$ cat src/rtl/mul_arb_pkg.sv
// Shared types and default sizing for the multiplier-sharing arbiter.
package fv_enc_pkg;
    localparam int N_DEF  = 4;
    localparam int QW_DEF = 5;
    localparam int UW_DEF = 1;

    typedef enum logic [1:0] {ST_IDLE, ST_IN, ST_OUT} mul_arb_state_t;
endpackage

$ cat src/rtl/mul_arb_if.sv
// Valid/ready stream with a last marker; "in" is the consumer side, "out" the producer side.
interface axis_if #(parameter int W = 5);
    logic [W-1:0] data;
    logic         vld;
    logic         rdy;
    logic         last;

    modport in  (input  data, vld, last, output rdy);
    modport out (output data, vld, last, input  rdy);
endinterface

$ cat src/rtl/mul_arb_rr_arb2.sv
// Two-input round-robin: registered last winner, combinational one-hot grant.
module rr_arb2 (
    input  logic       clk,
    input  logic       a_rst_n,
    input  logic [1:0] req_i,
    input  logic       upd_i,
    output logic [1:0] gnt_o
);
    logic last_q, last_d;

    // On a tie the requester that did not win last time goes first.
    always_comb begin
        gnt_o = req_i;
        if (&req_i) gnt_o = last_q ? 2'b01 : 2'b10;
    end

    always_comb begin
        last_d = last_q;
        if (upd_i && |req_i) last_d = gnt_o[1];
    end

    always_ff @(posedge clk or negedge a_rst_n) begin
        if (!a_rst_n) last_q <= 1'b1;
        else          last_q <= last_d;
    end
endmodule

$ cat src/rtl/mul_arb.sv
// Shares one polynomial multiplier between two requesters: N input beats in, N results out.
module mul_arb
    import fv_enc_pkg::*;
#(
    parameter int N  = N_DEF,
    parameter int QW = QW_DEF,
    parameter int UW = UW_DEF
) (
    input  logic       clk,
    input  logic       a_rst_n,
    axis_if.in         r0_p,
    axis_if.in         r1_p,
    axis_if.in         r0_u,
    axis_if.in         r1_u,
    axis_if.out        r0_z,
    axis_if.out        r1_z,
    axis_if.out        m_p,
    axis_if.out        m_u,
    axis_if.in         m_z,
    output logic [1:0] gnt,
    output logic       busy,
    output logic [1:0] err
);
    localparam int CW = $clog2(N) + 1;

    mul_arb_state_t state_q, state_d;
    logic           own_q, own_d;
    logic [CW-1:0]  cnt_q, cnt_d;
    logic [1:0]     err_q, err_d;

    logic [1:0]     req, arb_gnt;
    logic           arb_upd;
    logic           pv, uv, pl, ul, zr, beat;
    logic [QW-1:0]  pd;
    logic [UW-1:0]  ud;

    assign req = {r1_p.vld & r1_u.vld, r0_p.vld & r0_u.vld};

    rr_arb2 u_arb (
        .clk    (clk),
        .a_rst_n(a_rst_n),
        .req_i  (req),
        .upd_i  (arb_upd),
        .gnt_o  (arb_gnt)
    );

    // Owner-selected view of the requester streams.
    assign pv   = own_q ? r1_p.vld  : r0_p.vld;
    assign uv   = own_q ? r1_u.vld  : r0_u.vld;
    assign pl   = own_q ? r1_p.last : r0_p.last;
    assign ul   = own_q ? r1_u.last : r0_u.last;
    assign pd   = own_q ? r1_p.data : r0_p.data;
    assign ud   = own_q ? r1_u.data : r0_u.data;
    assign zr   = own_q ? r1_z.rdy  : r0_z.rdy;
    assign beat = pv & uv & m_p.rdy & m_u.rdy;

    always_comb begin
        state_d    = state_q;
        own_d      = own_q;
        cnt_d      = cnt_q;
        err_d      = err_q;
        arb_upd    = 1'b0;
        r0_p.rdy   = 1'b0;
        r1_p.rdy   = 1'b0;
        r0_u.rdy   = 1'b0;
        r1_u.rdy   = 1'b0;
        r0_z.data  = '0;
        r0_z.vld   = 1'b0;
        r0_z.last  = 1'b0;
        r1_z.data  = '0;
        r1_z.vld   = 1'b0;
        r1_z.last  = 1'b0;
        m_p.data   = '0;
        m_p.vld    = 1'b0;
        m_p.last   = 1'b0;
        m_u.data   = '0;
        m_u.vld    = 1'b0;
        m_u.last   = 1'b0;
        m_z.rdy    = 1'b0;
        unique case (state_q)
            ST_IDLE: begin
                if (|req) begin
                    arb_upd = 1'b1;
                    own_d   = (arb_gnt == 2'b10);
                    cnt_d   = '0;
                    state_d = ST_IN;
                end
            end
            ST_IN: begin
                // A beat needs both coefficient streams; p alone forwards nothing.
                m_p.data = pd;
                m_p.last = pl;
                m_p.vld  = pv & uv;
                m_u.data = ud;
                m_u.last = ul;
                m_u.vld  = pv & uv;
                if (own_q) begin
                    r1_p.rdy = m_p.rdy;
                    r1_u.rdy = m_u.rdy;
                end else begin
                    r0_p.rdy = m_p.rdy;
                    r0_u.rdy = m_u.rdy;
                end
                if (beat) begin
                    cnt_d = cnt_q + CW'(1);
                    if (cnt_q == CW'(N - 1)) begin
                        state_d = ST_OUT;
                        cnt_d   = '0;
                    end else if (pl || ul) begin
                        state_d  = ST_OUT;
                        cnt_d    = '0;
                        err_d[0] = 1'b1;
                    end
                end
            end
            ST_OUT: begin
                // The multiplier cannot stall, so a result the owner refuses is lost.
                m_z.rdy = 1'b1;
                if (own_q) begin
                    r1_z.data = m_z.data;
                    r1_z.vld  = m_z.vld;
                    r1_z.last = m_z.last;
                end else begin
                    r0_z.data = m_z.data;
                    r0_z.vld  = m_z.vld;
                    r0_z.last = m_z.last;
                end
                if (m_z.vld) begin
                    if (!zr) err_d[1] = 1'b1;
                    cnt_d = cnt_q + CW'(1);
                    if (m_z.last || cnt_q == CW'(N - 1)) begin
                        state_d = ST_IDLE;
                        cnt_d   = '0;
                    end
                end
            end
            default: state_d = ST_IDLE;
        endcase
    end

    always_ff @(posedge clk or negedge a_rst_n) begin
        if (!a_rst_n) begin
            state_q <= ST_IDLE;
            own_q   <= 1'b0;
            cnt_q   <= '0;
            err_q   <= '0;
        end else begin
            state_q <= state_d;
            own_q   <= own_d;
            cnt_q   <= cnt_d;
            err_q   <= err_d;
        end
    end

    assign busy = (state_q != ST_IDLE);
    assign gnt  = (state_q == ST_IDLE) ? 2'b00 : (own_q ? 2'b10 : 2'b01);
    assign err  = err_q;
endmodule

$ cat src/flat_wrapper.sv
// flat-port wrapper written by rule: the top's interface ports become plain ports
module mul_arb_flat import fv_enc_pkg::*;
#(
    parameter int N  = N_DEF,
    parameter int QW = QW_DEF,
    parameter int UW = UW_DEF
)
  (clk, a_rst_n, gnt, busy, err, r0_p_data, r0_p_vld, r0_p_last, r0_p_rdy, r1_p_data, r1_p_vld, r1_p_last, r1_p_rdy, r0_u_data, r0_u_vld, r0_u_last, r0_u_rdy, r1_u_data, r1_u_vld, r1_u_last, r1_u_rdy, r0_z_data, r0_z_vld, r0_z_last, r0_z_rdy, r1_z_data, r1_z_vld, r1_z_last, r1_z_rdy, m_p_data, m_p_vld, m_p_last, m_p_rdy, m_u_data, m_u_vld, m_u_last, m_u_rdy, m_z_data, m_z_vld, m_z_last, m_z_rdy);
  axis_if #(.W(QW)) r0_p_i ();
  axis_if #(.W(QW)) r1_p_i ();
  axis_if #(.W(UW)) r0_u_i ();
  axis_if #(.W(UW)) r1_u_i ();
  axis_if #(.W(QW)) r0_z_i ();
  axis_if #(.W(QW)) r1_z_i ();
  axis_if #(.W(QW)) m_p_i ();
  axis_if #(.W(UW)) m_u_i ();
  axis_if #(.W(QW)) m_z_i ();
  input  logic clk;
  input  logic a_rst_n;
  output logic [1:0] gnt;
  output logic busy;
  output logic [1:0] err;
  input wire logic [$bits(r0_p_i.data)-1:0] r0_p_data;
  input wire logic [$bits(r0_p_i.vld)-1:0] r0_p_vld;
  input wire logic [$bits(r0_p_i.last)-1:0] r0_p_last;
  output wire logic [$bits(r0_p_i.rdy)-1:0] r0_p_rdy;
  input wire logic [$bits(r1_p_i.data)-1:0] r1_p_data;
  input wire logic [$bits(r1_p_i.vld)-1:0] r1_p_vld;
  input wire logic [$bits(r1_p_i.last)-1:0] r1_p_last;
  output wire logic [$bits(r1_p_i.rdy)-1:0] r1_p_rdy;
  input wire logic [$bits(r0_u_i.data)-1:0] r0_u_data;
  input wire logic [$bits(r0_u_i.vld)-1:0] r0_u_vld;
  input wire logic [$bits(r0_u_i.last)-1:0] r0_u_last;
  output wire logic [$bits(r0_u_i.rdy)-1:0] r0_u_rdy;
  input wire logic [$bits(r1_u_i.data)-1:0] r1_u_data;
  input wire logic [$bits(r1_u_i.vld)-1:0] r1_u_vld;
  input wire logic [$bits(r1_u_i.last)-1:0] r1_u_last;
  output wire logic [$bits(r1_u_i.rdy)-1:0] r1_u_rdy;
  output wire logic [$bits(r0_z_i.data)-1:0] r0_z_data;
  output wire logic [$bits(r0_z_i.vld)-1:0] r0_z_vld;
  output wire logic [$bits(r0_z_i.last)-1:0] r0_z_last;
  input wire logic [$bits(r0_z_i.rdy)-1:0] r0_z_rdy;
  output wire logic [$bits(r1_z_i.data)-1:0] r1_z_data;
  output wire logic [$bits(r1_z_i.vld)-1:0] r1_z_vld;
  output wire logic [$bits(r1_z_i.last)-1:0] r1_z_last;
  input wire logic [$bits(r1_z_i.rdy)-1:0] r1_z_rdy;
  output wire logic [$bits(m_p_i.data)-1:0] m_p_data;
  output wire logic [$bits(m_p_i.vld)-1:0] m_p_vld;
  output wire logic [$bits(m_p_i.last)-1:0] m_p_last;
  input wire logic [$bits(m_p_i.rdy)-1:0] m_p_rdy;
  output wire logic [$bits(m_u_i.data)-1:0] m_u_data;
  output wire logic [$bits(m_u_i.vld)-1:0] m_u_vld;
  output wire logic [$bits(m_u_i.last)-1:0] m_u_last;
  input wire logic [$bits(m_u_i.rdy)-1:0] m_u_rdy;
  input wire logic [$bits(m_z_i.data)-1:0] m_z_data;
  input wire logic [$bits(m_z_i.vld)-1:0] m_z_vld;
  input wire logic [$bits(m_z_i.last)-1:0] m_z_last;
  output wire logic [$bits(m_z_i.rdy)-1:0] m_z_rdy;
  assign r0_p_i.data = r0_p_data;
  assign r0_p_i.vld = r0_p_vld;
  assign r0_p_i.last = r0_p_last;
  assign r0_p_rdy = r0_p_i.rdy;
  assign r1_p_i.data = r1_p_data;
  assign r1_p_i.vld = r1_p_vld;
  assign r1_p_i.last = r1_p_last;
  assign r1_p_rdy = r1_p_i.rdy;
  assign r0_u_i.data = r0_u_data;
  assign r0_u_i.vld = r0_u_vld;
  assign r0_u_i.last = r0_u_last;
  assign r0_u_rdy = r0_u_i.rdy;
  assign r1_u_i.data = r1_u_data;
  assign r1_u_i.vld = r1_u_vld;
  assign r1_u_i.last = r1_u_last;
  assign r1_u_rdy = r1_u_i.rdy;
  assign r0_z_data = r0_z_i.data;
  assign r0_z_vld = r0_z_i.vld;
  assign r0_z_last = r0_z_i.last;
  assign r0_z_i.rdy = r0_z_rdy;
  assign r1_z_data = r1_z_i.data;
  assign r1_z_vld = r1_z_i.vld;
  assign r1_z_last = r1_z_i.last;
  assign r1_z_i.rdy = r1_z_rdy;
  assign m_p_data = m_p_i.data;
  assign m_p_vld = m_p_i.vld;
  assign m_p_last = m_p_i.last;
  assign m_p_i.rdy = m_p_rdy;
  assign m_u_data = m_u_i.data;
  assign m_u_vld = m_u_i.vld;
  assign m_u_last = m_u_i.last;
  assign m_u_i.rdy = m_u_rdy;
  assign m_z_i.data = m_z_data;
  assign m_z_i.vld = m_z_vld;
  assign m_z_i.last = m_z_last;
  assign m_z_rdy = m_z_i.rdy;
  mul_arb #(.N(N), .QW(QW), .UW(UW)) u_core (.clk(clk), .a_rst_n(a_rst_n), .r0_p(r0_p_i), .r1_p(r1_p_i), .r0_u(r0_u_i), .r1_u(r1_u_i), .r0_z(r0_z_i), .r1_z(r1_z_i), .m_p(m_p_i), .m_u(m_u_i), .m_z(m_z_i), .gnt(gnt), .busy(busy), .err(err));
endmodule
$ cat config.mk
export PLATFORM = sky130hd
export DESIGN_NAME = mul_arb_flat
export DESIGN_NICKNAME = d
export VERILOG_FILES = /design/src/rtl/mul_arb_pkg.sv /design/src/rtl/mul_arb_if.sv /design/src/rtl/mul_arb_rr_arb2.sv /design/src/rtl/mul_arb.sv /design/src/flat_wrapper.sv
export SDC_FILE = /design/constraint.sdc
export NUM_CORES = 1
export LEC_CHECK = 0
export ABC_CLOCK_PERIOD_IN_PS = 3000
export CAP_MARGIN = 20
export CORE_ASPECT_RATIO = 0.8
export CORE_MARGIN = 2
export CORE_UTILIZATION = 38
export CTS_BUF_LIST = sky130_fd_sc_hd__clkbuf_8
export DETAILED_ROUTE_END_ITERATION = 12
export PLACE_DENSITY = 0.88
export REMOVE_ABC_BUFFERS = 1
export SETUP_SLACK_MARGIN = 0.05
export SLEW_MARGIN = 20
export SYNTH_ARGS = -nofsm -noshare
export SYNTH_HDL_FRONTEND = slang
export SYNTH_HIERARCHICAL = 1
export SYNTH_SLANG_ARGS = --single-unit
$ cat constraint.sdc
create_clock -name clk -period 3 [get_ports clk]
set_clock_uncertainty 0.2 [all_clocks]
set_input_delay 0.6 -clock clk [delete_from_list [all_inputs] [get_ports clk]]
set_output_delay 0.6 -clock clk [all_outputs]
set_load 0.02 [all_outputs]
==> run summary <==
Num CTS Buffers: 3
Die Wd: 58.8 um
Clk slew on worst S/H paths: 40 ps
Synth Area in Adders: 8.22%
Ys async rst share: 100%
Area used by multi-input combinational logic: 613 um^2
Storage cell area: 226 um^2
Filler cells: 172
Worst-Margin Slew: 517 ps
Worst-Skew Late Latency: 230 ps
Hold WS: 281 ps
Final cycle utilization of the critical path: 96.8%
Xor-xnor portion of the synthesized cell area: 0%
Worst path cell trace: inv_1 -> ha_2 -> clkinvlp_4 -> buf_4 -> nor2_1 -> clkdlybuf4s50_1
PortBufs: 66
Static Leak: 0.000794 uW
DR vias: 1,001
Worst setup SP type: register
Placement Rows: 15
P&R area growth vs syn: 82.6%
Htree depth: 1
Crit-path slowest cell: clkdlybuf4s50_1
Post-Layout Cell Count: 203
CORE AREA: 0.00221 mm^2
Placed cells: 195
Relative slew slack: 65.6%
Dpl hpwl: 2650 um
Initial antenna violation count: 0
Final hold violations: 0
CTS tree: yes
Mapped cell area: 913 um^2
Main combinational cell family by area after synthesis: simple AND/OR/NAND/NOR gates
#FFs+latches synth: 9
Critical Path RT: 2200 ps
Yosys warns: 6
Vias in the first global route: 988
Clock Sink Count: 9
Layout cells sized above 1: 12.4%
Finish-stage setup viols: 0
Top Ports: 67
Die height: 47.9 um
Compound-Gate Fraction of Synth Area: 12.3%
Max Clock Freq: 344 MHz
Via density: 4.93
Multiplexer share of the synthesized area: 16.6%
Violated checks: DRC
Hold WC Path Type: reg -> reg
Peak VDD IR: 0.000539 V
Primary FF master, synth: dfrtp_1
Status: complete, but fails checks
DRC: 2
Initial core utilization: 41.2%
RSZ-0062 raised after global routing: yes
Setup TNS: 0 ps
Mean area per synthesized cell: 8.46 um^2
Final core occ: 75.3%
Root Buffer: clkbuf_8
Maxcap violations: 0
Pwr per Cell Area: 787 mW/mm^2
Post-synthesis cell type count: 32
Data arrival, critical path: 2110 ps
GR Util All Layers: 23.4%
Crit-path max FO: 9
R2r setup slk: 930 ps
Total gr overflow: 0
Final wirelength: 3160 um
Register area share after synthesis: 24.8%
CP endpoint kind: output port
Die area: 0.00281 mm^2
First-pass GRT wire length: 4810 um
Most common cell after layout, fill and taps aside: clkdlybuf4s50_1
WL per Instance: 15.6 um
GP Congestion: 0.852
Largest net degree at the start of global routing: 16
Max-slew violations: 0
Post-synth EDFFs: 0
Max Root-Sink Buffers: 2
CP peak stage delay: 610 ps
Min cycle time layout: 2910 ps
Layout Nets: 218
Initial DRC Count: 25
Most frequent cells in the layout: clkdlybuf4s50_1 (64), nor2_1 (16), inv_1 (11), mux2i_1 (11), and3_1 (10)
Ant. Diodes: 0
Cells after synthesis: 108
Pre-Repair DR Iteration Count: 9
Critical path class: reg -> out
ANT nets after route: 0
Post-Synth Simple-Gate Area: 29.7%
repair_timing:
| action | in CTS | in global routing |
|---|---|---|
| cloned | 0 | 0 |
| setup buffers | 0 | 4 |
| gates resized for setup | 1 | 3 |
| endpoints found under the setup margin | 1 | 3 |
| hold buffers | 0 | 0 |
critical path, delay by kind of cell (launching register included):
family / cells / cell delay (ps)
and+or+nand+nor: 1 / 100
buffers and inverters: 4 / 1120
adders and majority gates: 1 / 250
DFF: 1 / 390
synth_stat cells, types with 2 or more instances:
master	n	area, um^2
a21oi_1	3	15.0
and3_1	10	62.6
clkbuf_1	3	11.3
inv_1	11	41.3
a21oi_2	2	17.5
mux2_4	2	30.0
ha_1	6	75.1
nand2_1	8	30.0
nor2b_1	3	18.8
mux2i_1	11	110
and2_1	6	37.5
dfrtp_1	8	200
nor2_1	16	60.1
power by group:
part           total [uW]  internal (uW)  switching (uW)
Combinational         950            463             486
Clock                 134           88.8            44.8
Sequential            229            173            55.7
Total                1310            725             587
cell type report:
type                            instances  area share [%]
Clock buffer                            3            2.48
Clock inverter                          1           0.225
Inverter                               11            2.70
Multi-Input combinational cell         82            36.8
Sequential cell                         9            13.6
Tap cell                               25            1.88
Timing Repair Buffer                   72            42.4
registers in the layout, indices dropped and copies added, names as in the netlist:
| register | count |
|---|---|
| u_core/cnt_q | 3 |
| u_core/err | 2 |
| u_core/own_q | 1 |
| u_core/state_q | 2 |
| u_core/u_arb/last_q | 1 |
path summary, 6_finish.rpt:
kind,start,end,cells past startpoint
worst max register to register,u_core/own_q,u_core/cnt_q[1],6
max in group asynchronous,a_rst_n,u_core/u_arb/last_q,1
worst min register to register,u_core/err[0],u_core/err[0],1
min in group asynchronous,a_rst_n,u_core/cnt_q[0],1
worst min-delay path,u_core/err[0],u_core/err[0],1
worst max-delay path,u_core/state_q[1],m_p_data[4],6
stage by stage:
| stage | setup slack, ps | area, um^2 | total power [uW] |
|---|---|---|---|
| after floorplan | 482 | 878 | 733 |
| after global placement | 132 | 1590 | 1100 |
| after detailed placement | 62.3 | 1590 | 1130 |
| after CTS | 61.3 | 1630 | 1270 |
| after global routing | 2.63 | 1670 | 1390 |
| final | 94.9 | 1670 | 1310 |
per-layer routing:
layer,share of wire [%],track usage [%],up-vias
met5,0,0,-
met4,1.6,5.45,0
met3,4.1,7.03,8
met2,54,47.3,25
met1,40,24.4,465
li1,-,-,503
kinds of logic (layout without fill, tap and decap cells):
| group | after synthesis | in the layout |
|---|---|---|
| adder cells (fa/ha/maj) | 6 | 6 |
| AND/OR/NAND/NOR | 49 | 49 |
| AO/OA/AOI/OAI | 13 | 13 |
| flip-flops | 9 | 9 |
| buffers and inverters | 17 | 87 |
| multiplexers | 14 | 14 |
Note: power is estimated with default switching activity, not from simulation.
